`src/rtl/bram_dbg_bridge_pkg.sv`:
```
// Shared constants and state encoding for the block-RAM debug bridge.
// The bridge turns a host byte stream into port-B accesses on the CPU RAM.
package bram_dbg_pkg;

    localparam logic [7:0] OP_WR   = 8'h57;  // 'W'
    localparam logic [7:0] OP_RD   = 8'h52;  // 'R'
    localparam logic [7:0] RSP_ACK = 8'h2B;  // '+'
    localparam logic [7:0] RSP_ERR = 8'h3F;  // '?'

    typedef enum logic [3:0] {
        IDLE,
        GET_AH,
        GET_AL,
        GET_N,
        WR_DATA,
        RD_REQ,
        RD_WAIT,
        RD_SEND,
        ACK,
        ERR
    } state_t;

    // States in which a command byte may be consumed.
    function automatic logic state_takes_cmd(state_t s);
        return (s == IDLE) || (s == GET_AH) || (s == GET_AL) ||
               (s == GET_N) || (s == WR_DATA);
    endfunction

endpackage

```
`src/rtl/bram_dbg_bridge_if.sv`:
```
// Command/response byte streams plus RAM port B, bundled for the bridge.
// master = the bridge side, slave = host pipe + RAM side.
interface bram_dbg_bridge_if #(
    parameter int DATA = 8,
    parameter int ADDR = 15
) ();
    logic [7:0]      cmd_data;
    logic            cmd_valid;
    logic            cmd_ready;
    logic [7:0]      rsp_data;
    logic            rsp_valid;
    logic            rsp_ready;
    logic            b_en;
    logic            b_wr;
    logic [ADDR-1:0] b_addr;
    logic [DATA-1:0] b_din;
    logic [DATA-1:0] b_dout;

    modport master (
        input  cmd_data, cmd_valid, rsp_ready, b_dout,
        output cmd_ready, rsp_data, rsp_valid, b_en, b_wr, b_addr, b_din
    );

    modport slave (
        output cmd_data, cmd_valid, rsp_ready, b_dout,
        input  cmd_ready, rsp_data, rsp_valid, b_en, b_wr, b_addr, b_din
    );
endinterface

```
`src/rtl/bram_dbg_bridge.sv`:
```
// Byte-stream command engine mastering RAM port B: 'W' loads an image,
// 'R' dumps one back, anything else is answered with '?'.
module bram_dbg_bridge
    import bram_dbg_pkg::*;
#(
    parameter int DATA   = 8,
    parameter int ADDR   = 15,
    parameter int RD_LAT = 1
) (
    input  logic               clk,
    input  logic               reset,
    bram_dbg_bridge_if.master  bus,
    output logic               busy
);

    state_t          state, state_n;
    logic            is_wr, is_wr_n;
    logic [7:0]      ah, ah_n;
    logic [ADDR-1:0] addr, addr_n;
    logic [7:0]      cnt, cnt_n;
    logic [7:0]      wait_cnt, wait_n;
    logic            b_en_q, b_en_n;
    logic            b_wr_q, b_wr_n;
    logic [ADDR-1:0] b_addr_q, b_addr_n;
    logic [DATA-1:0] b_din_q, b_din_n;
    logic            rsp_valid_q, rsp_valid_n;
    logic [DATA-1:0] rsp_data_q, rsp_data_n;
    logic            cmd_rdy, cmd_fire, rsp_fire;

    // Ready depends on state only; held low while reset is applied.
    assign cmd_rdy  = state_takes_cmd(state) && !reset;
    assign cmd_fire = cmd_rdy && bus.cmd_valid;
    assign rsp_fire = rsp_valid_q && bus.rsp_ready;

    assign bus.cmd_ready = cmd_rdy;
    assign bus.rsp_valid = rsp_valid_q;
    assign bus.rsp_data  = rsp_data_q;
    assign bus.b_en      = b_en_q;
    assign bus.b_wr      = b_wr_q;
    assign bus.b_addr    = b_addr_q;
    assign bus.b_din     = b_din_q;
    assign busy          = (state != IDLE);

    always_ff @(posedge clk or posedge reset) begin
        if (reset) begin
            state       <= IDLE;
            is_wr       <= 1'b0;
            ah          <= '0;
            addr        <= '0;
            cnt         <= '0;
            wait_cnt    <= '0;
            b_en_q      <= 1'b0;
            b_wr_q      <= 1'b0;
            b_addr_q    <= '0;
            b_din_q     <= '0;
            rsp_valid_q <= 1'b0;
            rsp_data_q  <= '0;
        end else begin
            state       <= state_n;
            is_wr       <= is_wr_n;
            ah          <= ah_n;
            addr        <= addr_n;
            cnt         <= cnt_n;
            wait_cnt    <= wait_n;
            b_en_q      <= b_en_n;
            b_wr_q      <= b_wr_n;
            b_addr_q    <= b_addr_n;
            b_din_q     <= b_din_n;
            rsp_valid_q <= rsp_valid_n;
            rsp_data_q  <= rsp_data_n;
        end
    end

    always_comb begin
        state_n     = state;
        is_wr_n     = is_wr;
        ah_n        = ah;
        addr_n      = addr;
        cnt_n       = cnt;
        wait_n      = wait_cnt;
        b_en_n      = 1'b0;
        b_wr_n      = 1'b0;
        b_addr_n    = b_addr_q;
        b_din_n     = b_din_q;
        rsp_valid_n = rsp_valid_q;
        rsp_data_n  = rsp_data_q;

        case (state)
            IDLE: if (cmd_fire) begin
                if (bus.cmd_data == OP_WR || bus.cmd_data == OP_RD) begin
                    is_wr_n = (bus.cmd_data == OP_WR);
                    state_n = GET_AH;
                end else begin
                    rsp_valid_n = 1'b1;
                    rsp_data_n  = RSP_ERR;
                    state_n     = ERR;
                end
            end
            GET_AH: if (cmd_fire) begin
                ah_n    = bus.cmd_data;
                state_n = GET_AL;
            end
            GET_AL: if (cmd_fire) begin
                addr_n  = ADDR'({ah, bus.cmd_data});
                state_n = GET_N;
            end
            GET_N: if (cmd_fire) begin
                cnt_n = bus.cmd_data;
                if (is_wr) begin
                    state_n = WR_DATA;
                end else begin
                    b_en_n   = 1'b1;
                    b_addr_n = addr;
                    state_n  = RD_REQ;
                end
            end
            WR_DATA: if (cmd_fire) begin
                b_en_n   = 1'b1;
                b_wr_n   = 1'b1;
                b_addr_n = addr;
                b_din_n  = bus.cmd_data;
                addr_n   = addr + ADDR'(1);
                if (cnt == 8'd0) begin
                    rsp_valid_n = 1'b1;
                    rsp_data_n  = RSP_ACK;
                    state_n     = ACK;
                end else begin
                    cnt_n = cnt - 8'd1;
                end
            end
            RD_REQ: begin
                wait_n  = 8'(RD_LAT - 1);
                state_n = RD_WAIT;
            end
            // Wait out the remaining read latency, then grab b_dout.
            RD_WAIT: begin
                if (wait_cnt == 8'd0) begin
                    rsp_data_n  = bus.b_dout;
                    rsp_valid_n = 1'b1;
                    state_n     = RD_SEND;
                end else begin
                    wait_n = wait_cnt - 8'd1;
                end
            end
            RD_SEND: if (rsp_fire) begin
                rsp_valid_n = 1'b0;
                if (cnt == 8'd0) begin
                    state_n = IDLE;
                end else begin
                    cnt_n    = cnt - 8'd1;
                    addr_n   = addr + ADDR'(1);
                    b_en_n   = 1'b1;
                    b_addr_n = addr + ADDR'(1);
                    state_n  = RD_REQ;
                end
            end
            ACK, ERR: if (rsp_fire) begin
                rsp_valid_n = 1'b0;
                state_n     = IDLE;
            end
            default: state_n = IDLE;
        endcase
    end

endmodule

```
`src/flat_wrapper.sv`:
```
// flat-port wrapper written by rule: the top's interface ports become plain ports
module bram_dbg_bridge_flat import bram_dbg_pkg::*;
#(
    parameter int DATA   = 8,
    parameter int ADDR   = 15,
    parameter int RD_LAT = 1
)
  (clk, reset, busy, bus_cmd_data, bus_cmd_valid, bus_rsp_ready, bus_b_dout, bus_cmd_ready, bus_rsp_data, bus_rsp_valid, bus_b_en, bus_b_wr, bus_b_addr, bus_b_din);
  bram_dbg_bridge_if #(.DATA(DATA), .ADDR(ADDR)) bus_i ();
  input  logic clk;
  input  logic reset;
  output logic busy;
  input wire logic [$bits(bus_i.cmd_data)-1:0] bus_cmd_data;
  input wire logic [$bits(bus_i.cmd_valid)-1:0] bus_cmd_valid;
  input wire logic [$bits(bus_i.rsp_ready)-1:0] bus_rsp_ready;
  input wire logic [$bits(bus_i.b_dout)-1:0] bus_b_dout;
  output wire logic [$bits(bus_i.cmd_ready)-1:0] bus_cmd_ready;
  output wire logic [$bits(bus_i.rsp_data)-1:0] bus_rsp_data;
  output wire logic [$bits(bus_i.rsp_valid)-1:0] bus_rsp_valid;
  output wire logic [$bits(bus_i.b_en)-1:0] bus_b_en;
  output wire logic [$bits(bus_i.b_wr)-1:0] bus_b_wr;
  output wire logic [$bits(bus_i.b_addr)-1:0] bus_b_addr;
  output wire logic [$bits(bus_i.b_din)-1:0] bus_b_din;
  assign bus_i.cmd_data = bus_cmd_data;
  assign bus_i.cmd_valid = bus_cmd_valid;
  assign bus_i.rsp_ready = bus_rsp_ready;
  assign bus_i.b_dout = bus_b_dout;
  assign bus_cmd_ready = bus_i.cmd_ready;
  assign bus_rsp_data = bus_i.rsp_data;
  assign bus_rsp_valid = bus_i.rsp_valid;
  assign bus_b_en = bus_i.b_en;
  assign bus_b_wr = bus_i.b_wr;
  assign bus_b_addr = bus_i.b_addr;
  assign bus_b_din = bus_i.b_din;
  bram_dbg_bridge #(.DATA(DATA), .ADDR(ADDR), .RD_LAT(RD_LAT)) u_core (.clk(clk), .reset(reset), .bus(bus_i), .busy(busy));
endmodule
```
`config.mk`:
```
export PLATFORM = sky130hd
export DESIGN_NAME = bram_dbg_bridge_flat
export DESIGN_NICKNAME = d
export VERILOG_FILES = /design/src/rtl/bram_dbg_bridge_pkg.sv /design/src/rtl/bram_dbg_bridge_if.sv /design/src/rtl/bram_dbg_bridge.sv /design/src/flat_wrapper.sv
export SDC_FILE = /design/constraint.sdc
export NUM_CORES = 1
export LEC_CHECK = 0
export CAP_MARGIN = 15
export CELL_PAD_IN_SITES_DETAIL_PLACEMENT = 1
export CELL_PAD_IN_SITES_GLOBAL_PLACEMENT = 2
export CORE_AREA = 2 2 115 117
export CTS_CLUSTER_SIZE = 14
export DETAILED_ROUTE_END_ITERATION = 16
export DIE_AREA = 0 0 117 119
export PLACE_DENSITY_LB_ADDON = 0.1
export SLEW_MARGIN = 20
export SYNTH_ARGS = -nofsm -noshare
export SYNTH_HDL_FRONTEND = slang
export SYNTH_SLANG_ARGS = --single-unit
```
`constraint.sdc`:
```
create_clock -name clk -period 2.8 [get_ports clk]
set_input_delay 0.42 -clock clk [delete_from_list [all_inputs] [get_ports clk]]
set_output_delay 0.42 -clock clk [all_outputs]
set_load 0.005 [all_outputs]
```
==> results of run 1 <==
## area by class of cell
class / count / area (um^2)
Fill cell: 1487 / 7490
Tap cell: 176 / 220
Clock inverter: 5 / 27.5
Clock buffer: 11 / 233
Inverter: 15 / 57.6
Multi-Input combinational cell: 321 / 2230
Sequential cell: 77 / 1930
Timing Repair Buffer: 71 / 696
## sequential cells by signal, indices dropped and copies added, names as in the netlist, 4 cells and up
signal,flops
u_core.wait_cnt,8
u_core.addr,15
u_core.bus.b_din,8
u_core.state,4
u_core.bus.b_addr,15
u_core.bus.rsp_data,8
u_core.cnt,8
u_core.ah,7
## routing by layer
metal	vias to the layer above	GRT usage (%)	wire [um]	part of all wire, %
met1	1807	28.0	6020	48
li1	1705	-	-	-
met3	12	3.36	506	4.0
met5	-	0	0	0
met2	73	29.0	5850	47
met4	0	6.40	193	1.5
## worst reg2reg max path, cell delays in order, from the launching register on
cell and delay, ns:
dfrtp_1 0.42, inv_1 0.13, ha_1 0.16, nor3b_1 0.26, a211oi_1 0.18, nor3_2 0.64, nand2_1 0.25, mux2_2 0.34
## synthesized netlist by cell type (8+ instances only)
cell	count
a21oi_1	32
a2bb2oi_1	8
a31oi_1	13
buf_2	14
clkbuf_1	9
dfrtp_1	77
inv_1	15
mux2_2	27
mux2_4	9
nand2_1	31
nand3_1	19
nand4_1	9
nor2_1	41
o21ai_0	21
xnor2_1	12
xor2_1	9
## power by group
part           internal [mW]  switching, mW  total [mW]
sequential              1.62          0.491        2.11
combinational           1.76           1.82        3.58
clock                  0.595          0.477        1.07
total                   3.97           2.79        6.76
## kinds of logic after synthesis
kind of cell    synth area share, %
compound gates                 16.8
xor+xnor                       4.23
fa+ha+maj                      1.44
buf+inv                        4.46
flops                          44.3
mux                            10.1
simple gates                   18.6
## worst min-delay path by stage
stage | start | to | slack [ns] | cells past startpoint
global placement | u_core.bus.b_din[5]$_DFFE_PP0P_ | u_core.bus.b_din[5]$_DFFE_PP0P_ | 0.49 | 1
detailed placement | u_core.wait_cnt[1]$_DFFE_PP0P_ | u_core.wait_cnt[1]$_DFFE_PP0P_ | 0.49 | 2
CTS | reset | u_core.is_wr$_DFFE_PP0P_ | 0.46 | 2
finish | reset | u_core.bus.b_din[0]$_DFFE_PP0P_ | 0.46 | 2
floorplan | u_core.wait_cnt[1]$_DFFE_PP0P_ | u_core.wait_cnt[1]$_DFFE_PP0P_ | 0.47 | 2
global route | reset | u_core.bus.b_din[0]$_DFFE_PP0P_ | 0.49 | 2
==> reports/results.ini, run 1 <==
[sta]
slew_violations = 0
tightest_slew_ns = 0.788
fmax_ghz = 0.404
finalHoldViolations = 0
final.setup.tns_ns = 0
timing.hold.ws_ns = 0.461
finalCriticalPeriod_ns = 2.48
grt_setup_unrepaired = false
relSlewSlack_pct = 47.5
setup_viol = 0
skew_ns = 0.00644
finalCritPeriodShare_pct = 88.4
setup_ws_ns = 0.325

[yosys]
yosysTopAreaCellShare_pct = 44.3
syn_area_um2 = 4350
ys_warn_count = 0
synthArstFlopShare_pct = 100
synth_cell_types = 60
ys.flop_type = dfrtp_1
syn_nets = 466
synth-seq-area-share_pct = 44.3
ys_seq_elements = 77
synth.avg_cell_area_um2 = 9.86
synth_area_leader_cell = dfrtp_1
synth_edf_count = 0
netlist_instances = 441
synthTopCellsByArea = dfrtp_1, mux2_2, a21oi_1, nor2_1, mux2_4

[setup_path]
crit_arrival_ns = 2.70
crit_type = reg -> reg
crit_fanout = 13
cp_num_buf_inv = 1
cp_num_cells = 7
crit_start = u_core.cnt[0]$_DFFE_PP0P_
worstSetupStartpointType = flop
slowest_stage = nor3_2
cp_top_family = simple AND/OR/NAND/NOR gates
rrSetupSlack_ns = 0.32
required_ns = 3.02
rr_startpoint = u_core.cnt[0]$_DFFE_PP0P_
worstReg2RegEnd = u_core.bus.rsp_data[7]$_DFFE_PP0P_
cp_cell_sequence = inv_1, ha_1, nor3b_1, a211oi_1, nor3_2, nand2_1, mux2_2
setup.worst_path.end = u_core.bus.rsp_data[7]$_DFFE_PP0P_
crit_path_end_kind = flop
slowest_delay_ns = 0.64
r2r_cells = 7

[cts]
htreeDepth = 3
cts_buffer_depth = 2
clock-root-buffer = clkbuf_16
cts_hold_buffers = 0
ctsResizeCount = 0
cts_tree = done
numCtsBuffers = 9
cts.clk_slew.worst_paths_ns = 0.06
cts_num_sinks = 77
insertion_delay_ns = 0.34
cts_setup_buffers = 0

[grt]
grt_pass1_vias = 3666
grt_max_degree = 42
grt_overflow = 0
groute.usage.overall_pct = 19.3
antenna_found_initial = 0
grt_pass1_wl_mm = 20.3

[placed_design]
port_buffers = 55
routabilityCongestion = 0.779
place_area_um2 = 5130
place_ws_ns = 0.183
placedCellCount = 660
dp_hpwl_mm = 9.17

[detailed_routing]
drt-vias-per-instance = 5.32
via_count = 3597
drc = 0
drt_wl_total_mm = 12.6
routedWlPerCell_um = 18.6
drt_iter0_drc = 170
ant_nets = 0
firstDrtPassIters = 4

[layout]
final_cells = 676
area.growth.synth_to_final_pct = 23.9
final_common_cell = dfrtp_1
diodes = 0
final_core_util_pct = 41.8
final_cell_mix = dfrtp_1, clkdlybuf4s50_1, nor2_1
nets = 520
drive_gt1_share_pct = 16.2
finish.instance_area_um2 = 5390

[power]
vdd_ir_drop_max_mv = 0.490
pwr_density_cell_nw_per_um2 = 1260
p_leak_nw = 2.23
fin_total_pwr_mw = 6.76

[floorplan]
die_y_um = 119
rows = 42
dieArea_um2 = 13900
dieWidth_um = 117
io_pins = 56
initial_core_util_pct = 33.8
core-area_um2 = 12900

[run]
drv_cap = 0

[min_path]
hold_path.class = in -> async

[outcome]
status = completed

Note: power is estimated with default switching activity, not from simulation.
==> run 2, diff against run 1 <==
GPL_TIMING_DRIVEN = 0   (was unset)
==> run 2 against run 1 <==
Critical path depth increased by 1. Clock power increased by 13%. Die area unchanged. Register-to-register slack got worse by 0.08 ns. Sequential power decreased by 3%. Non-clock buffer count increased by 13. Via count increased by 2.2%. Power increased by 3.4%. Clock skew increased by 0.0064 ns. Fmax decreased by 3.0%. Final cell count increased by 1.8%. Hold slack improved by 0.045 ns. Largest cell class unchanged.
==> reports/results.ini, run 2 (synthesis results as in run 1) <==
[outcome]
status = completed  ; unchanged

[setup_path]
worstSetupStartpointType = flop  ; unchanged
slowest_stage = nor3b_1  ; was nor3_2
crit_arrival_ns = 2.78  ; was 2.70 ns
r2r_cells = 8  ; was 7
required_ns = 3.03  ; was 3.02 ns
crit_type = reg -> reg  ; unchanged
slowest_delay_ns = 0.58  ; was 0.64 ns
crit_fanout = 10  ; was 13
crit_path_end_kind = flop  ; unchanged
cp_cell_sequence = inv_1, ha_1, nor3b_1, a211oi_1, nor3_2, buf_2, a31oi_1, a21o_1  ; was inv_1, ha_1, nor3b_1, a211oi_1, nor3_2, nand2_1, mux2_2

[sta]
grt_setup_unrepaired = false  ; unchanged
setup_viol = 0  ; unchanged
fmax_ghz = 0.392  ; was 0.404 GHz
relSlewSlack_pct = 53.9  ; was 47.5%
setup_ws_ns = 0.248  ; was 0.325 ns
slew_violations = 0  ; unchanged
skew_ns = 0.0128  ; was 0.00644 ns
finalCriticalPeriod_ns = 2.55  ; was 2.48 ns
finalHoldViolations = 0  ; unchanged
tightest_slew_ns = 0.691  ; was 0.788 ns
finalCritPeriodShare_pct = 91.1  ; was 88.4%

[layout]
drive_gt1_share_pct = 16.4  ; was 16.2%
final_cells = 688  ; was 676
area.growth.synth_to_final_pct = 25.3  ; was 23.9%
final_core_util_pct = 42.3  ; was 41.8%
finish.instance_area_um2 = 5450  ; was 5390 um^2
final_cell_mix = dfrtp_1, clkdlybuf4s50_1, nor2_1  ; unchanged
final_common_cell = dfrtp_1  ; unchanged
nets = 533  ; was 520
diodes = 0  ; unchanged

[floorplan]
rows = 42  ; unchanged
dieWidth_um = 117  ; unchanged
die_y_um = 119  ; unchanged
dieArea_um2 = 13900  ; unchanged
core-area_um2 = 12900  ; unchanged
io_pins = 56  ; unchanged
initial_core_util_pct = 33.8  ; unchanged

[detailed_routing]
firstDrtPassIters = 4  ; unchanged
routedWlPerCell_um = 18.8  ; was 18.6 um
ant_nets = 0  ; unchanged
drc = 0  ; unchanged
via_count = 3676  ; was 3597
drt-vias-per-instance = 5.34  ; was 5.32
drt_wl_total_mm = 12.9  ; was 12.6 mm
drt_iter0_drc = 98  ; was 170

[grt]
grt_pass1_wl_mm = 21.1  ; was 20.3 mm
antenna_found_initial = 0  ; unchanged
grt_max_degree = 43  ; was 42
grt_pass1_vias = 3802  ; was 3666
groute.usage.overall_pct = 19.9  ; was 19.3%
grt_overflow = 0  ; unchanged

[power]
fin_total_pwr_mw = 6.99  ; was 6.76 mW
p_leak_nw = 2.26  ; was 2.23 nW
pwr_density_cell_nw_per_um2 = 1280  ; was 1260 nW/um^2
vdd_ir_drop_max_mv = 0.650  ; was 0.490 mV

[cts]
htreeDepth = 3  ; unchanged
cts_num_sinks = 77  ; unchanged
insertion_delay_ns = 0.35  ; was 0.34 ns
cts_hold_buffers = 0  ; unchanged
cts_setup_buffers = 0  ; unchanged
cts_tree = done  ; unchanged
ctsResizeCount = 0  ; unchanged
clock-root-buffer = clkbuf_16  ; unchanged
numCtsBuffers = 9  ; unchanged
cts.clk_slew.worst_paths_ns = 0.06  ; about the same
cts_buffer_depth = 2  ; unchanged

[placed_design]
dp_hpwl_mm = 9.33  ; was 9.17 mm
place_ws_ns = 0.119  ; was 0.183 ns
place_area_um2 = 5150  ; was 5130 um^2
port_buffers = 55  ; unchanged
routabilityCongestion = 0.788  ; was 0.779
placedCellCount = 673  ; was 660

[run]
drv_cap = 0  ; unchanged

[min_path]
hold_path.class = reg -> reg  ; was in -> async
holdPathStages = 1

[run 2: path summary, 6_finish.rpt]
check / from / endpoint / slack, ns
worst max-delay path: u_core.cnt[0]$_DFFE_PP0P_ / u_core.bus.rsp_valid$_DFFE_PP0P_ / 0.25
worst min-delay path: u_core.bus.b_addr[11]$_DFFE_PP0P_ / u_core.bus.b_addr[11]$_DFFE_PP0P_ / 0.51
worst max register to register: u_core.cnt[0]$_DFFE_PP0P_ / u_core.bus.rsp_valid$_DFFE_PP0P_ / 0.25
worst min register to register: u_core.bus.b_addr[11]$_DFFE_PP0P_ / u_core.bus.b_addr[11]$_DFFE_PP0P_ / 0.51
max in group asynchronous: reset / u_core.bus.b_addr[7]$_DFFE_PP0P_ / 1.65
min in group asynchronous: reset / u_core.bus.b_din[0]$_DFFE_PP0P_ / 0.55
[run 2: per-stage QoR]
| stage | hold slack [ns] | TNS (ns) |
|---|---|---|
| global route | 0.520 | 0 |
| global placement | 0.488 | -95.78 |
| CTS | 0.510 | 0 |
| detailed placement | 0.496 | 0 |
| finish | 0.507 | 0 |
| floorplan | 0.472 | 0 |
[run 2: where the power goes]
group | leakage [nW] | switching [mW] | internal [mW]
logic | 1.18 | 1.96 | 1.78
registers | 0.936 | 0.431 | 1.62
clock network | 0.147 | 0.478 | 0.731
[run 2: cell type report]
type                       count  area (um^2)
tap                          176          220
clock inverter                 4         47.5
inverter                      15         58.8
sequential                    77         1930
timing repair buffer          56          578
buffer                        28          138
clock buffer                  11          253
multi-input combinational    321         2230
fill                        1454         7430
[run 2: worst max-delay path, delay by kind of cell (launching register included)]
kind | cells | cell delay, ns
buffers and inverters | 2 | 0.41
DFF | 1 | 0.44
AOI/OAI and AO/OA | 3 | 0.54
and+or+nand+nor | 2 | 0.87
adders and majority gates | 1 | 0.16
[run 2: per-layer routing]
layer  track usage, %  part of all wire (%)  wire length [um]  up-vias
met3             5.45                   3.7               482       12
li1                 -                     -                 -     1730
met5                0                     0                 0        -
met2             31.0                    47              6060       62
met4             4.12                   1.0               135        0
met1             27.8                    48              6260     1872
